<file path="src/rtl/packet_rx_pkg.sv">
// packet_rx_pkg: shared PID codes, PID-class decode, CRC polynomials/residuals and FSM encodings
// for the USB full-speed packet receiver.
package packet_rx_pkg;

  localparam int unsigned PID_W      = 4;
  localparam int unsigned ADDR_W     = 11;
  localparam int unsigned BYTE_W     = 8;
  localparam int unsigned LEN_W      = 14;
  localparam int unsigned CRC5_W     = 5;
  localparam int unsigned CRC16_W    = 16;
  localparam int unsigned TOKEN_LEN  = 16;
  localparam int unsigned DATA_MIN   = 16;

  // Token PIDs
  localparam logic [PID_W-1:0] PID_OUT   = 4'b0001;
  localparam logic [PID_W-1:0] PID_IN    = 4'b1001;
  localparam logic [PID_W-1:0] PID_SOF   = 4'b0101;
  localparam logic [PID_W-1:0] PID_SETUP = 4'b1101;
  // Data PIDs
  localparam logic [PID_W-1:0] PID_DATA0 = 4'b0011;
  localparam logic [PID_W-1:0] PID_DATA1 = 4'b1011;
  localparam logic [PID_W-1:0] PID_DATA2 = 4'b0111;
  localparam logic [PID_W-1:0] PID_MDATA = 4'b1111;
  // Handshake PIDs
  localparam logic [PID_W-1:0] PID_ACK   = 4'b0010;
  localparam logic [PID_W-1:0] PID_NAK   = 4'b1010;
  localparam logic [PID_W-1:0] PID_STALL = 4'b1110;
  localparam logic [PID_W-1:0] PID_NYET  = 4'b0110;

  localparam logic [CRC5_W-1:0]  CRC5_POLY      = 5'b00101;
  localparam logic [CRC5_W-1:0]  CRC5_RESIDUAL  = 5'b01100;
  localparam logic [CRC16_W-1:0] CRC16_POLY     = 16'h8005;
  localparam logic [CRC16_W-1:0] CRC16_RESIDUAL = 16'h800D;

  typedef enum logic [2:0] {
    ST_IDLE  = 3'd0,
    ST_PID   = 3'd1,
    ST_TOKEN = 3'd2,
    ST_DATA  = 3'd3,
    ST_HSHK  = 3'd4,
    ST_DONE  = 3'd5
  } rx_state_e;

  typedef enum logic [1:0] {
    CLS_TOKEN = 2'd0,
    CLS_DATA  = 2'd1,
    CLS_HSHK  = 2'd2
  } pid_class_e;

  // Classify a PID; anything that is not a token or data PID carries no payload.
  function automatic pid_class_e pid_class(input logic [PID_W-1:0] pid);
    pid_class_e cls;
    cls = CLS_HSHK;
    case (pid)
      PID_OUT, PID_IN, PID_SOF, PID_SETUP:       cls = CLS_TOKEN;
      PID_DATA0, PID_DATA1, PID_DATA2, PID_MDATA: cls = CLS_DATA;
      PID_ACK, PID_NAK, PID_STALL, PID_NYET:     cls = CLS_HSHK;
      default:                                   cls = CLS_HSHK;
    endcase
    return cls;
  endfunction

  // Upper nibble must be the complement of the lower nibble.
  function automatic logic pid_check(input logic [2*PID_W-1:0] pid_byte);
    return pid_byte[2*PID_W-1:PID_W] == ~pid_byte[PID_W-1:0];
  endfunction

  function automatic pid_state_dummy_unused_guard(input logic a);
    return a;
  endfunction

  // Next FSM state once the PID class is known.
  function automatic rx_state_e class_state(input pid_class_e cls);
    rx_state_e st;
    case (cls)
      CLS_TOKEN: st = ST_TOKEN;
      CLS_DATA:  st = ST_DATA;
      default:   st = ST_HSHK;
    endcase
    return st;
  endfunction

  // One serial CRC5 step, bits presented LSB first.
  function automatic logic [CRC5_W-1:0] crc5_step(input logic [CRC5_W-1:0] crc, input logic b);
    logic [CRC5_W-1:0] sh;
    sh = {crc[CRC5_W-2:0], 1'b0};
    return (b ^ crc[CRC5_W-1]) ? (sh ^ CRC5_POLY) : sh;
  endfunction

  // One serial CRC16 step, bits presented LSB first.
  function automatic logic [CRC16_W-1:0] crc16_step(input logic [CRC16_W-1:0] crc, input logic b);
    logic [CRC16_W-1:0] sh;
    sh = {crc[CRC16_W-2:0], 1'b0};
    return (b ^ crc[CRC16_W-1]) ? (sh ^ CRC16_POLY) : sh;
  endfunction

endpackage

</file>
<file path="src/rtl/packet_rx_crc.sv">
// packet_rx_crc: serial CRC5 and CRC16 over the post-PID bit stream.
// Match outputs reflect the register value including the bit presented this cycle.
module packet_rx_crc
  import packet_rx_pkg::*;
(
  input  logic clk,
  input  logic rst_n,
  input  logic clr_i,
  input  logic en_i,
  input  logic bit_i,
  output logic crc5_ok_c_o,
  output logic crc16_ok_c_o
);

  logic [CRC5_W-1:0]  crc5_q,  crc5_d;
  logic [CRC16_W-1:0] crc16_q, crc16_d;

  // Next CRC value: preset on clear, shifted on each enabled bit.
  always_comb begin
    crc5_d  = crc5_q;
    crc16_d = crc16_q;
    if (clr_i) begin
      crc5_d  = '1;
      crc16_d = '1;
    end else if (en_i) begin
      crc5_d  = crc5_step(crc5_q, bit_i);
      crc16_d = crc16_step(crc16_q, bit_i);
    end
  end

  // CRC registers.
  always_ff @(posedge clk or negedge rst_n) begin
    if (!rst_n) begin
      crc5_q  <= '0;
      crc16_q <= '0;
    end else begin
      crc5_q  <= crc5_d;
      crc16_q <= crc16_d;
    end
  end

  assign crc5_ok_c_o  = (crc5_d == CRC5_RESIDUAL);
  assign crc16_ok_c_o = (crc16_d == CRC16_RESIDUAL);

endmodule

</file>
<file path="src/rtl/packet_rx.sv">
// packet_rx: USB full-speed packet receiver, bit-to-packet layer.
// Build macro PACKET_RX_CRC_CHECK_EN: when defined, CRC5/CRC16 residuals gate rx_packet_valid;
// otherwise no CRC logic is built and valid depends on PID and length only.
module packet_rx
  import packet_rx_pkg::*;
(
  input  logic              clk,
  input  logic              rst_n,
  input  logic              rx_start,
  input  logic              rx_finish,
  input  logic              rx_status,
  input  logic              rx_bit,
  output logic [PID_W-1:0]  rx_packet_pid,
  output logic              rx_packet_pid_valid,
  output logic [ADDR_W-1:0] rx_packet_addr,
  output logic [BYTE_W-1:0] rx_packet_byte,
  output logic              rx_packet_byte_en,
  output logic              rx_packet_valid,
  output logic              rx_packet_fin
);

  rx_state_e         state_q;
  pid_class_e        cls_q;
  logic [2:0]        pid_cnt_q;
  logic [6:0]        pid_sr_q;
  logic [LEN_W-1:0]  len_q;
  logic [6:0]        byte_sr_q;
  logic [BYTE_W-1:0] hold0_q, hold1_q;
  logic [1:0]        held_q;
  logic [PID_W-1:0]  pid_q;
  logic              pid_valid_q;
  logic [ADDR_W-1:0] addr_q;
  logic [BYTE_W-1:0] byte_q;
  logic              byte_en_q;
  logic              valid_q;
  logic              fin_q;

  logic              active_c, bit_en_c, pid_bit_c, body_bit_c, pid_last_c;
  logic              len_sat_c, byte_done_c, pid_done_c, pid_valid_c;
  logic              len_ok_c, crc_ok_c, valid_c;
  logic [7:0]        pid_full_c;
  logic [BYTE_W-1:0] byte_full_c;
  logic [LEN_W-1:0]  len_c;
  pid_class_e        cls_c;

`ifdef PACKET_RX_CRC_CHECK_EN
  logic crc5_ok_c, crc16_ok_c;

  packet_rx_crc u_crc (
    .clk          (clk),
    .rst_n        (rst_n),
    .clr_i        (rx_start),
    .en_i         (body_bit_c),
    .bit_i        (rx_bit),
    .crc5_ok_c_o  (crc5_ok_c),
    .crc16_ok_c_o (crc16_ok_c)
  );
`endif

  // Bit qualification and the packet verdict as it stands after this cycle's bit.
  always_comb begin
    active_c    = (state_q == ST_PID) || (state_q == ST_TOKEN) ||
                  (state_q == ST_DATA) || (state_q == ST_HSHK);
    bit_en_c    = rx_status & ~rx_start & active_c;
    pid_bit_c   = bit_en_c & (state_q == ST_PID);
    body_bit_c  = bit_en_c & (state_q != ST_PID);
    pid_full_c  = {rx_bit, pid_sr_q};
    pid_last_c  = pid_bit_c & (pid_cnt_q == 3'd7);
    len_sat_c   = &len_q;
    len_c       = len_q;
    if (body_bit_c && !len_sat_c) begin
      len_c = len_q + LEN_W'(1);
    end
    byte_full_c = {rx_bit, byte_sr_q};
    byte_done_c = body_bit_c & ~len_sat_c & (state_q == ST_DATA) & (len_q[2:0] == 3'd7);
    pid_done_c  = pid_last_c | (state_q != ST_PID);
    pid_valid_c = pid_last_c ? pid_check(pid_full_c) : pid_valid_q;
    cls_c       = pid_last_c ? pid_class(pid_full_c[3:0]) : cls_q;
    len_ok_c    = 1'b0;
    case (cls_c)
      CLS_TOKEN: len_ok_c = (len_c == LEN_W'(TOKEN_LEN));
      CLS_DATA:  len_ok_c = (len_c[2:0] == 3'd0) && (len_c >= LEN_W'(DATA_MIN));
      default:   len_ok_c = (len_c == '0);
    endcase
    crc_ok_c = 1'b1;
`ifdef PACKET_RX_CRC_CHECK_EN
    case (cls_c)
      CLS_TOKEN: crc_ok_c = crc5_ok_c;
      CLS_DATA:  crc_ok_c = crc16_ok_c;
      default:   crc_ok_c = 1'b1;
    endcase
`endif
    valid_c = pid_done_c & pid_valid_c & len_ok_c & crc_ok_c;
  end

  // Receiver FSM, field capture, byte holding buffer and registered outputs.
  always_ff @(posedge clk or negedge rst_n) begin
    if (!rst_n) begin
      state_q     <= ST_IDLE;
      cls_q       <= CLS_TOKEN;
      pid_cnt_q   <= '0;
      pid_sr_q    <= '0;
      len_q       <= '0;
      byte_sr_q   <= '0;
      hold0_q     <= '0;
      hold1_q     <= '0;
      held_q      <= '0;
      pid_q       <= '0;
      pid_valid_q <= 1'b0;
      addr_q      <= '0;
      byte_q      <= '0;
      byte_en_q   <= 1'b0;
      valid_q     <= 1'b0;
      fin_q       <= 1'b0;
    end else begin
      fin_q     <= 1'b0;
      byte_en_q <= 1'b0;
      if (rx_start) begin
        state_q     <= ST_PID;
        cls_q       <= CLS_TOKEN;
        pid_cnt_q   <= '0;
        pid_sr_q    <= '0;
        len_q       <= '0;
        byte_sr_q   <= '0;
        held_q      <= '0;
        pid_q       <= '0;
        pid_valid_q <= 1'b0;
        addr_q      <= '0;
        valid_q     <= 1'b0;
      end else begin
        case (state_q)
          ST_IDLE: ;
          ST_DONE: state_q <= ST_IDLE;
          default: begin
            if (pid_bit_c) begin
              pid_sr_q  <= pid_full_c[7:1];
              pid_cnt_q <= 3'(pid_cnt_q + 3'd1);
              if (pid_last_c) begin
                pid_q       <= pid_full_c[3:0];
                pid_valid_q <= pid_valid_c;
                cls_q       <= cls_c;
                state_q     <= class_state(cls_c);
              end
            end
            if (body_bit_c) begin
              len_q <= len_c;
              if ((state_q == ST_TOKEN) && (len_q < LEN_W'(ADDR_W))) begin
                addr_q[len_q[3:0]] <= rx_bit;
              end
              if ((state_q == ST_DATA) && !len_sat_c) begin
                byte_sr_q <= byte_full_c[7:1];
              end
            end
            // Two completed bytes are always withheld so the CRC16 field is never emitted.
            if (byte_done_c) begin
              case (held_q)
                2'd0: begin
                  hold0_q <= byte_full_c;
                  held_q  <= 2'd1;
                end
                2'd1: begin
                  hold1_q <= byte_full_c;
                  held_q  <= 2'd2;
                end
                default: begin
                  byte_q    <= hold0_q;
                  byte_en_q <= 1'b1;
                  hold0_q   <= hold1_q;
                  hold1_q   <= byte_full_c;
                end
              endcase
            end
            if (rx_finish) begin
              state_q <= ST_DONE;
              fin_q   <= 1'b1;
              valid_q <= valid_c;
            end
          end
        endcase
      end
    end
  end

  assign rx_packet_pid       = pid_q;
  assign rx_packet_pid_valid = pid_valid_q;
  assign rx_packet_addr      = addr_q;
  assign rx_packet_byte      = byte_q;
  assign rx_packet_byte_en   = byte_en_q;
  assign rx_packet_valid     = valid_q;
  assign rx_packet_fin       = fin_q;

endmodule

</file>
<file path="config.mk">
export PLATFORM = sky130hd
export DESIGN_NAME = packet_rx
export DESIGN_NICKNAME = d
export VERILOG_FILES = /design/src/rtl/packet_rx_pkg.sv /design/src/rtl/packet_rx_crc.sv /design/src/rtl/packet_rx.sv
export SDC_FILE = /design/constraint.sdc
export NUM_CORES = 1
export LEC_CHECK = 0
export ABC_AREA = 1
export BUFFER_PORTS_ARGS = -buffer_cell sky130_fd_sc_hd__buf_2
export CORE_ASPECT_RATIO = 1.2
export CORE_MARGIN = 4
export CORE_UTILIZATION = 44
export CTS_BUF_LIST = sky130_fd_sc_hd__clkbuf_2 sky130_fd_sc_hd__clkbuf_4 sky130_fd_sc_hd__clkbuf_8
export CTS_CLUSTER_DIAMETER = 60
export CTS_CLUSTER_SIZE = 24
export DETAILED_ROUTE_END_ITERATION = 6
export PLACE_DENSITY = 0.73
export SLEW_MARGIN = 40
export SYNTH_ARGS = -nofsm -noshare
export SYNTH_HDL_FRONTEND = slang
export SYNTH_SLANG_ARGS = --single-unit
</file>
<file path="constraint.sdc">
create_clock -name clk -period 6.3 [get_ports clk]
set_input_delay 0.63 -clock clk [delete_from_list [all_inputs] [get_ports clk]]
set_output_delay 0.63 -clock clk [all_outputs]
set_load 0.03 [all_outputs]
</file>
After elaboration in Yosys (flattened, before gate mapping)

Memory sizes are Yosys's and may differ from the RTL's.
Cells that the tools add are included.
W data, S select, Z words.

Register bits: 81
Bits in read-only memories: 32
Output and inout bits: 27
Memories: 1
Latch bits: 0
Word-level logic and storage cells: 150
RAM bits: 0
Input port bits: 6

Bitwise operators: 18
Shifts and indexed selects: 0
Order comparisons: 4
Divide/modulo/power cells: 0
Reduce and logical (&&, ||, !) cells: 38
Multipliers: 0
Add/sub/neg operators: 2
Multiplexer cells: 57
Eq/ne operators: 14

Memory list:

| memory           | depth | bits a word | rd ports | clocked after Yosys merged registers in | wr ports | line                | RTL |
|---|---|---|---|---|---|---|---|
| (name not given) | 16    | 2           | 1        | 0                                       | 0        | packet_rx_pkg.sv:54 | `case (pid)` |

Operators by type and width:

| operator                | count |
|---|---|
| $mux W14                | 4 |
| $mux W7                 | 7 |
| $mux W11                | 4 |
| $mux W3                 | 7 |
| $mux W1                 | 16 |
| $mux W2                 | 8 |
| $mux W4                 | 4 |
| $pmux W8 S2             | 1 |
| $reduce_and A3 Y1       | 5 |
| $add A14 B1 Y14 const B | 1 |
| $eq A14 B5 Y1 const B   | 1 |
| $ge A14 B5 Y1 const B   | 1 |
| $logic_not A14 Y1       | 1 |
| $lt A14 B4 Y1 const B   | 1 |
| $reduce_and A14 Y1      | 1 |
| $reduce_bool A2 Y1      | 7 |
| $eq A3 B3 Y1 const B    | 4 |
| $pmux W3 S2             | 2 |
| $reduce_and A4 Y1       | 3 |
| $bwmux W11              | 1 |
| $and A1 B1 Y1           | 10 |
| $reduce_bool A4 Y1      | 2 |
| $eq A3 B2 Y1 const B    | 2 |
| $logic_not A3 Y1        | 2 |
| 22 further kinds        | 38 |

Longest topological paths before layout

Depth after elaboration: 15
Depth in mapped cells: 15
Gate-level depth less buffers: 15

Least setup slack after synthesis

Ideal clock, no wire load.

Kind: reg-to-reg
From: register len_q[0]
To: register hold1_q[5]
Path buffers: 2
Library setup time: 118 ps
Stages on the path, launching flop included: 13
Path slack: 4269 ps
Arrival: 1913 ps
Required time: 6182 ps
Clock period less this slack: 2031 ps
Path through: dfrtp_1 > ha_1 > nand3_1 > nor2_2 > nand2_1 > nand2_4 > nor2_8 > nand2_4 > or2_1 > buf_6 > buf_8 > nand2_2 > o21ai_2

Longest elaborated chain between the ends: 6
Elaborated cells between the ends (all ways): 7
Those cells by class: eq/ne: 1; bitwise: 4; reduce/logical: 2

RTL lines:

| element                              | line             | RTL |
|---|---|---|
| start, declared                      | packet_rx.sv:26  | `logic [LEN_W-1:0] len_q;` |
| start signal, assigned               | packet_rx.sv:146 | `len_q <= len_c;` |
| $reduce_and A14 Y1                   | packet_rx.sv:69  | `len_sat_c = &len_q;` |
| $not A1 Y1                           | packet_rx.sv:75  | `byte_done_c = body_bit_c & ~len_sat_c & (state_q == ST_DATA) & (len_q[2:0] == 3'd7);` |
| $and A1 B1 Y1 (2 in series)          | packet_rx.sv:75  |  |
| $and A1 B1 Y1 *                      | packet_rx.sv:75  |  |
| $reduce_and A4 Y1 (no source line) * | n/a              |  |
| end signal, assigned                 | packet_rx.sv:162 | `hold1_q <= byte_full_c;` |
| end signal, assigned                 | packet_rx.sv:169 | `hold1_q <= byte_full_c;` |
| end, declared                        | packet_rx.sv:28  | `logic [BYTE_W-1:0] hold0_q, hold1_q;` |

Mark *: on every way between the ends. The rest lies on a longest branch, timed or not.
A chain may end at the register's enable or synchronous reset.

Final worst setup path

From: register len_q[0]
To: register hold1_q[1]

Same word-level chain as after synthesis.

==> metrics <==
first-pass GRT wire length 15850 µm; Clock Skews 0.003648 ns; initial antenna violation count 0; CP Cell Sequence ha_1 > nand3_1 > nor2_2 > nand2_1 > nand2_4 > nor2_8 > nand2_4 > or2_1 > nand2_1 > o21ai_2; WP buf/inv 0; sw frac 28.08%; Critical Path RT 6.58 ns; drt wl/cell 13.06 µm; critical path endpoint hold1_q[1]$_DFFE_PN0P_; share of layout cells above drive strength 1 14.41%; Cells after Synth 524; area leader, netlist dfrtp_1; Multi-input gate area 0.001790 mm²; post-placement cell count 660; nets@finish 564; Clock Latency Late Sink 0.35 ns; Clock Tree Buf Depth 2; area grow syn2layout 9.231%; Crit Path Max Fanout 16; Setup CP Type register to register; starting density of the core 45.94%; core outline area 0.009176 mm²; Post-Syn Area 0.004215 mm²; RSZ-0062 raised after global routing false; fmax 0.3732 GHz; RR Startpoint len_q[0]$_DFFE_PN0P_; minimum clock period 2.679 ns; VDD IR max 112.8 µV; slowest cell delay on critical path 0.53 ns; Worst Tran Pin Value 0.7420 ns; grt ovf 0; final core utilization 50.18%; commonest non-fill, non-tap cell in the layout nand2_1; post-synthesis sequential area ratio 48.09%; leakage 2.480 nW; status completed; synth warn 0; vias in the first global route 3386; CTS tree done; R2R Setup Slk 3.62 ns; Pins Over Slew Limit 0; die area 0.01122 mm²; Reg2Reg Depth 10; synthesized flop and latch total 81; Critical Path Slowest Stage Cell or2_1; max cap viols 0; final-report setup violation count 0; WP depth 10; largest net degree at the start of global routing 82; Mapped Nets 537; Mapped Avg Cell Area 8.044 µm²; Yosys top cell area share 48.09%; CP endpoint kind register; Worst slew margin 50.53%; Post-CTS Hold Buffers 0; largest cells by area after synthesis dfrtp_1, nand2_1, inv_1; Sequential Power Share 54.4%; CP Launch Point len_q[0]$_DFFE_PN0P_; antenna viol nets, final 0; net switching power 0.0002792 W; CTS Buf Count 9; Residual DRC 0; Clock Power Share 35.1%; commonest cells after routing, fill and taps aside nand2_1, dfrtp_1, inv_1, nor2_1, o21ai_0; min-delay worst type input pin to asynchronous set/reset pin; element type at the critical path start register; Top delay family on crit path simple AND/OR/NAND/NOR gates; Crit Reg-Reg Endpoint hold1_q[1]$_DFFE_PN0P_; site row count 38; CTS clk-pin slew, worst paths 0.08 ns; total number of vias 3395; I/O pins 33; total track usage 17.41%; placer congestion estimate 0.9282; die width 97.35 µm; Total Routed Length 8814 µm; DP HPWL 6370 µm; Period Utilization, post-route 42.53%; ant diodes 0; setup tns final 0 ns; sequential cell area 0.002027 mm²; Comb pwr share 10.5%; post-DR vias/cell 5.030; Synth cell types 33; WP data arrival 2.96 ns; final cell count without fillers 675; post_cts resized 0; input/output buffers 32; initial DRC count 181; clock root buffer master clkbuf_8; post-CTS setup buffer count 0; drt first pass iters 4; final hold violations 0; Die Y 115.2 µm; Pint 0.0007152 W; Power Dens Cells 216.0 mW/mm²; CTS sink cnt 81; FILL cells 888; H-tree depth 3
## metal layers
| layer | GRT usage [%] | routed length (µm) | up-vias |
|---|---|---|---|
| met5 | 0 | 0 | - |
| met4 | 7.018 | 197 | 0 |
| met3 | 3.641 | 315 | 15 |
| met2 | 29.83 | 4278 | 64 |
| met1 | 21.70 | 4023 | 1580 |
| li1 | - | - | 1736 |
## power groups by stage
stage | combinational (W) | sequential, W | clock [W]
6_report | 0.000105 | 0.000541 | 0.000349
5_1_grt | 0.000121 | 0.000543 | 0.000383
4_1_cts | 0.000106 | 0.000541 | 0.000360
3_5_place_dp | 0.000105 | 0.000551 | 0
3_3_place_gp | 0.000104 | 0.000551 | 0
2_1_floorplan | 0.0000752 | 0.000549 | 0
## cell usage after synthesis
master and count:
nand4_1 17, buf_2 2, nand2_2 3, nand2_4 2, nor2_8 1, o21ai_2 16
nor3_2 1, o21ai_0 43, nand2_1 127, a21oi_4 1, buf_6 3, buf_1 2
buf_8 1, ha_1 7, o22ai_1 7, clkbuf_1 6, dfrtp_1 81, xnor2_1 1
or2_1 1, o21a_1 2, buf_4 2, o211ai_1 10, clkinv_1 1, nor2_1 50
nor2_2 3, inv_2 3, o21ai_1 1, a21oi_1 3, inv_1 75, nor2_4 2
xor2_1 7, nor3_1 6, nand3_1 37
## worst min-delay path by stage
stage | from | endpoint | slack [ns] | cells after the start
final | rst_n | rx_packet_byte[7]$_DFFE_PN0P_ | 0.29 | 1
after detailed placement | rx_packet_byte[3]$_DFFE_PN0P_ | rx_packet_byte[3]$_DFFE_PN0P_ | 0.46 | 2
after global routing | rst_n | rx_packet_byte[7]$_DFFE_PN0P_ | 0.36 | 1
after CTS | rst_n | rx_packet_byte[7]$_DFFE_PN0P_ | 0.33 | 1
after global placement | rx_packet_byte[3]$_DFFE_PN0P_ | rx_packet_byte[3]$_DFFE_PN0P_ | 0.46 | 2
after floorplan | rst_n | byte_sr_q[0]$_DFFE_PN0P_ | 0.33 | 0
## sequential cells by signal, summed over array words and instances, names as in the netlist, 2 cells and up
register and flops:
len_q 14, rx_packet_pid 4, pid_sr_q 7, hold1_q 8, hold0_q 8, rx_packet_byte 8, held_q 2, pid_cnt_q 3
state_q 3, rx_packet_addr 11, cls_q 2, byte_sr_q 7
## worst reg2reg max path: cells and delay by family (launching register included)
kind	cells	cell delay, ns
adder cells (fa/ha/maj)	1	0.38
flip-flops	1	0.47
AO/OA/AOI/OAI	1	0.08
AND/OR/NAND/NOR	8	1.68
## kinds of logic after synthesis
logic type                 synth area share [%]
adders and majority gates                 2.078
DFF                                       48.09
buffers and inverters                     9.498
AOI/OAI and AO/OA                         12.47
and+or+nand+nor                           26.21
xor gates and xnor gates                  1.662
## metrics by stage
| stage | total power (W) | area [µm²] | setup slack, ns | hold slack (ns) |
|---|---|---|---|---|
| global route | 0.001047 | 4604 | 3.363 | 0.3622 |
| CTS | 0.001007 | 4602 | 3.592 | 0.3291 |
| detailed placement | 0.0006566 | 4428 | 3.258 | 0.4639 |
| global placement | 0.0006550 | 4424 | 3.278 | 0.4604 |
| finish | 0.0009945 | 4604 | 3.621 | 0.2854 |
| floorplan | 0.0006243 | 4215 | 4.269 | 0.3344 |
## layout make-up
class                      count  area share (%)
multi-input combinational    348           38.89
sequential                    81           44.02
inverter                      79           6.440
timing repair buffer          32           3.614
clock inverter                 4          0.6250
clock buffer                  11           3.152
tap                          120           3.261
Note: power is estimated with default switching activity, not from simulation.
